## config.mk

```make
export PLATFORM = sky130hd
export DESIGN_NAME = pwm_capture
export DESIGN_NICKNAME = d
export VERILOG_FILES = /design/src/rtl/pwm_capture.sv
export SDC_FILE = /design/constraint.sdc
export NUM_CORES = 1
export LEC_CHECK = 0
export BUFFER_PORTS_ARGS = -buffer_cell sky130_fd_sc_hd__clkbuf_2
export CAP_MARGIN = 20
export CORE_UTILIZATION = 57
export DETAILED_ROUTE_END_ITERATION = 10
export GPL_TIMING_DRIVEN = 0
export PLACE_DENSITY = 0.84
export SLEW_MARGIN = 10
export SYNTH_ARGS = -nofsm -noshare
export SYNTH_HDL_FRONTEND = slang
export SYNTH_SLANG_ARGS = --single-unit
export TNS_END_PERCENT = 30
```

## constraint.sdc

```tcl
create_clock -name clock -period 2.5 [get_ports clock]
set_clock_uncertainty 0.1 [all_clocks]
set_input_delay 0.5 -clock clock [delete_from_list [all_inputs] [get_ports clock]]
set_output_delay 0.5 -clock clock [all_outputs]
set_load 0.02 [all_outputs]
```

## src/rtl/pwm_capture.sv

```systemverilog
// PWM input capture: synchronises pwm_in, timestamps active/inactive edges against the
// timebase tick and publishes {period, high time} per cycle over a valid/ready port.
module pwm_capture #(
    parameter int unsigned COUNTER_WIDTH = 16,
    parameter int unsigned SYNC_STAGES   = 2
) (
    input  logic                     clock,
    input  logic                     reset,
    input  logic                     enable,
    input  logic                     timebase,
    input  logic                     polarity,
    input  logic                     pwm_in,
    output logic [COUNTER_WIDTH-1:0] period_out,
    output logic [COUNTER_WIDTH-1:0] high_time_out,
    output logic                     data_valid,
    input  logic                     data_ready,
    output logic                     missed_sample,
    output logic                     overflow
);

    localparam int unsigned CW = COUNTER_WIDTH;
    localparam logic [CW-1:0] CNT_MAX = '1;

    typedef enum logic [1:0] {IDLE, ARM, HIGH, LOW} state_e;

    state_e                 state_q, state_d;
    logic [SYNC_STAGES-1:0] sync_q, sync_d;
    logic                   pol_q, pol_d;
    logic                   prev_q, prev_d;
    logic [CW-1:0]          cnt_q, cnt_d;
    logic [CW-1:0]          high_q, high_d;
    logic [CW-1:0]          per_out_q, per_out_d;
    logic [CW-1:0]          hi_out_q, hi_out_d;
    logic                   valid_q, valid_d;
    logic                   missed_q, missed_d;
    logic                   ovf_q, ovf_d;

    logic          lvl, rise, fall, sat, new_res;
    logic [CW-1:0] cnt_inc, res_per;

    always_ff @(posedge clock) begin
        if (reset) begin
            state_q   <= IDLE;
            sync_q    <= '0;
            pol_q     <= 1'b0;
            prev_q    <= 1'b0;
            cnt_q     <= '0;
            high_q    <= '0;
            per_out_q <= '0;
            hi_out_q  <= '0;
            valid_q   <= 1'b0;
            missed_q  <= 1'b0;
            ovf_q     <= 1'b0;
        end else begin
            state_q   <= state_d;
            sync_q    <= sync_d;
            pol_q     <= pol_d;
            prev_q    <= prev_d;
            cnt_q     <= cnt_d;
            high_q    <= high_d;
            per_out_q <= per_out_d;
            hi_out_q  <= hi_out_d;
            valid_q   <= valid_d;
            missed_q  <= missed_d;
            ovf_q     <= ovf_d;
        end
    end

    always_comb begin
        state_d   = state_q;
        pol_d     = pol_q;
        cnt_d     = cnt_q;
        high_d    = high_q;
        ovf_d     = ovf_q;
        new_res   = 1'b0;
        res_per   = '0;
        per_out_d = per_out_q;
        hi_out_d  = hi_out_q;
        valid_d   = valid_q;
        missed_d  = 1'b0;

        sync_d = {sync_q[SYNC_STAGES-2:0], pwm_in};
        // In IDLE the edge register follows the polarity about to be latched, so arming never sees a false edge.
        lvl    = sync_q[SYNC_STAGES-1] ^ ((state_q == IDLE) ? polarity : pol_q);
        prev_d = lvl;
        rise   = lvl & ~prev_q;
        fall   = ~lvl & prev_q;

        sat     = (cnt_q == CNT_MAX) && timebase;
        cnt_inc = (timebase && (cnt_q != CNT_MAX)) ? cnt_q + CW'(1) : cnt_q;

        // Published values are the tick count before this cycle's update: ticks in [edge_k, edge_k+1).
        case (state_q)
            IDLE: begin
                cnt_d = '0;
                if (enable) begin
                    state_d = ARM;
                    pol_d   = polarity;
                end
            end
            ARM: begin
                if (rise) begin
                    state_d = HIGH;
                    cnt_d   = CW'(timebase);
                end
            end
            HIGH: begin
                if (sat) begin
                    ovf_d   = 1'b1;
                    state_d = ARM;
                end else begin
                    cnt_d = cnt_inc;
                    if (fall) begin
                        high_d  = cnt_q;
                        state_d = LOW;
                    end
                end
            end
            LOW: begin
                if (sat) begin
                    ovf_d   = 1'b1;
                    state_d = ARM;
                end else if (rise) begin
                    new_res = 1'b1;
                    res_per = cnt_q;
                    state_d = HIGH;
                    cnt_d   = CW'(timebase);
                end else begin
                    cnt_d = cnt_inc;
                end
            end
            default: state_d = IDLE;
        endcase

        if (!enable) begin
            state_d = IDLE;
            cnt_d   = '0;
            ovf_d   = 1'b0;
            new_res = 1'b0;
        end

        // Result hand-off: load when the slot is free or being drained, otherwise drop and flag.
        if (new_res) begin
            if (!valid_q || data_ready) begin
                per_out_d = res_per;
                hi_out_d  = high_q;
                valid_d   = 1'b1;
            end else begin
                missed_d = 1'b1;
            end
        end else if (valid_q && data_ready) begin
            valid_d = 1'b0;
        end
    end

    assign period_out    = per_out_q;
    assign high_time_out = hi_out_q;
    assign data_valid    = valid_q;
    assign missed_sample = missed_q;
    assign overflow      = ovf_q;

endmodule

```

==> run_results.csv <==
group,metric,value,unit
status,status,"finished, final reports clean",
pwr,swShare,0.2159,
pwr,vdd_drop_max,0.0003276,V
logic_synthesis,synthDistinctLibCells,40,
route,wl_per_cell,15.02,µm
global_routing,gr-max-usage-layer,"met2",
logic_synthesis,synth_top_family_by_area,"simple AND/OR/NAND/NOR gates",
global_routing,grt_max_degree,13,
layout,postLayoutCoreUtil,0.7077,
critical_path,cp.arrival,2.57,ns
logic_synthesis,syn_inst,323,
clock_network,clock_sinks,73,
layout,multi_input_area,1554,µm²
layout,regArea,1463,µm²
global_routing,grt_pass1_vias,2379,
pwr,power.density,626.8,nW/µm²
clock_network,holdBufCountCts,0,
global_routing,antenna_found_initial,0,
global_routing,grt_pass1_wl,11340,µm
pwr,p_leak,0.001596,µW
min_path,hp-class,"in -> reg",
route,vias,2508,
critical_path,cp.required,2.63,ns
floorplan,die_area,5815,µm²
job,maxCapViolCount,0,
pwr,power_frac_clock,0.457,
logic_synthesis,synthXorXnorAreaFrac,0.03901,
pwr,comb_power_share,0.034,
global_routing,grt_util_met2,0.4036,
global_routing,grt_usage,0.2476,
critical_path,criticalPathCategory,"reg -> reg",
route,drc,0,
critical_path,end_kind,"flip-flop",
logic_synthesis,syn_area,3143,µm²
layout,final_cell_mix,"dfxtp_1, nor2_1, mux2i_1, clkbuf_2, nand2b_1",
global_routing,grtUsageMet3,0.05150,
sta,finalCritPeriodShare,0.9752,
clock_network,cts_buffers,9,
logic_synthesis,yosys.area_share.simple,0.2528,
logic_synthesis,synth-compound-area-share,0.03384,
sta,setup_viol,0,
logic_synthesis,yosys_warnings,0,
route,viasPerCell,5.573,
floorplan,core-area,5205,µm²
pwr,internal_power,1810,µW
sta,slew_headroom,0.6353,
layout,drive_gt1_frac,0.2079,
route,drt_wl_total,6761,µm
critical_path,worstSetupStartpointType,"flip-flop",
sta,timing.fmax,0.4102,GHz
pwr,power_switching,498.5,µW
global_routing,use_met1,0.3148,
sta,slew_viol_final,0,
placement,gp_congestion,0.8867,
layout,final_common_cell,"dfxtp_1",
logic_synthesis,ys_ff_latch,73,
logic_synthesis,syn_nets,331,
clock_network,cts.path.max_buffers,2,
clock_network,cts_tree,"built",
route,firstDrtPassIters,4,
global_routing,gr-total-overflow,0,
logic_synthesis,synth_mux_area_frac,0.1592,
pwr,seqPwrFrac,0.509,
floorplan,ios,42,
route,ant_nets,0,
clock_network,clk_latency,0.35,ns
floorplan,die_height,76.26,µm
logic_synthesis,yosys.area_share.adder,0.003981,
logic_synthesis,avgSynthCellArea,9.731,µm²
floorplan,start_util,0.6038,
route,drt_iter0_drc,135,
floorplan,rows,26,
clock_network,clock_tree.root_cell,"clkbuf_8",
layout,area_delta_synth_final,17.20,%
placement,hpwl,4586,µm
floorplan,die_w,76.26,µm
clock_network,cts_htree_levels,3,
placement,io_buffers,41,
logic_synthesis,synth-edff-count,0,
layout,fin_cells,450,
layout,nNetsFinal,383,
sta,worst_slew_pin_slew,0.5429,ns
logic_synthesis,synthArstFlopShare,0,
logic_synthesis,seq_area_frac_synth,0.4650,
layout,fillerInstances,412,
placement,post-place-cells,434,
clock_network,path_clk_slew,0.08,ns
layout,n_antenna_cell,0,
sta,finalCriticalPeriod,2.438,ns
critical_path,critPathMaxFanout,10,
logic_synthesis,synth_top_flop_cell,"dfxtp_1",
sta,hold_viol,0,
## power by group through the flow
| stage | logic (µW) | registers, µW | clock network (µW) |
|---|---|---|---|
| 2_1_floorplan | 54.2 | 1200 | 0 |
| 3_3_place_gp | 73.8 | 1200 | 0 |
| 3_5_place_dp | 76.1 | 1200 | 0 |
| 4_1_cts | 77.7 | 1170 | 1060 |
| 5_1_grt | 86.5 | 1170 | 1120 |
| 6_report | 78.9 | 1170 | 1060 |
## synthesized netlist by cell type, types with 2 or more instances
| cell type | instances | area share |
|---|---|---|
| dfxtp_1 | 73 | 0.46 |
| nor2_1 | 52 | 0.062 |
| mux2i_1 | 50 | 0.16 |
| nand2b_1 | 33 | 0.066 |
| clkbuf_1 | 11 | 0.013 |
| xnor2_1 | 10 | 0.028 |
| nor4_1 | 9 | 0.018 |
| nand4_1 | 8 | 0.016 |
| a21oi_1 | 6 | 0.0096 |
| buf_2 | 5 | 0.0080 |
| buf_6 | 5 | 0.018 |
| nand2_1 | 5 | 0.0060 |
| nand3_1 | 5 | 0.0080 |
| nor3_1 | 5 | 0.0080 |
| inv_1 | 4 | 0.0048 |
| o21ai_0 | 4 | 0.0064 |
| xor2_1 | 4 | 0.011 |
| and4_1 | 3 | 0.0084 |
| nor2b_1 | 3 | 0.0060 |
| or3_1 | 3 | 0.0060 |
| or4_4 | 3 | 0.011 |
| and3_1 | 2 | 0.0040 |
| nor4b_1 | 2 | 0.0056 |
| or2b_1 | 2 | 0.0048 |
## logic make-up after synthesis
family	after synthesis
multiplexers	50
AO/OA/AOI/OAI	17
AND/OR/NAND/NOR	142
XOR/XNOR	14
buffers and inverters	26
adder cells (fa/ha/maj)	1
flip-flops	73
## metrics by stage
step           instance area [µm²]  TNS (ns)  power (µW)  setup WS, ns  hold slack [ns]
3_3_place_gp                  3436         0        1274       0.08568           0.3570
3_5_place_dp                  3436         0        1277       0.07029           0.3587
2_1_floorplan                 3143         0        1253        0.4057           0.3138
6_report                      3684         0        2309       0.06201           0.2812
5_1_grt                       3684  -0.08600        2377      -0.02313           0.2958
4_1_cts                       3671         0        2307       0.04267           0.2792
## flip-flops by register name, indices dropped and copies added, names as in the netlist
signal         flops
missed_sample      1
overflow           1
data_valid         1
prev_q             1
pol_q              1
high_q            16
high_time_out     16
sync_q             2
period_out        16
state_q            2
cnt_q             16
## final timing paths
path,start,to,slack [ns],depth (start not counted)
setup reg to reg,cnt_q[1]$_SDFFE_PP0P_,period_out[0]$_SDFFE_PP0P_,0.06,7
hold / removal,pwm_in,sync_q[0]$_SDFF_PP0_,0.28,2
setup / recovery,cnt_q[1]$_SDFFE_PP0P_,period_out[0]$_SDFFE_PP0P_,0.06,7
hold reg to reg,high_q[1]$_SDFFE_PP0P_,high_q[1]$_SDFFE_PP0P_,0.38,2
## repair_timing
action | CTS | global route
buffers inserted | 0 | 0
setup endpoints to repair | 3 | 35
pin swaps | 0 | 1
gates resized for setup | 1 | 3
## final cells by class
type,count,share of cell area
Sequential cell,73,0.3971
Clock buffer,11,0.04110
Inverter,4,0.004076
Clock inverter,5,0.02106
Tap cell,70,0.02378
Buffer,22,0.03533
Timing Repair Buffer,41,0.05571
Multi-Input combinational cell,224,0.4219
## worst max-delay path, stage by stage, from the launching register on
cell      delay [ns]
dfxtp_2         0.40
ha_1            0.26
nand4_1         0.22
or4_4           0.63
nand4b_2        0.20
buf_6           0.21
mux2i_1         0.23
nor2_1          0.06
## per-layer routing
metal,wire (µm),vias up,share of wire
met1,3114,1186,0.46
met4,154,0,0.023
met3,291,14,0.043
met2,3201,81,0.47
li1,-,1227,-
met5,0,-,0
Note: power is estimated with default switching activity, not from simulation.
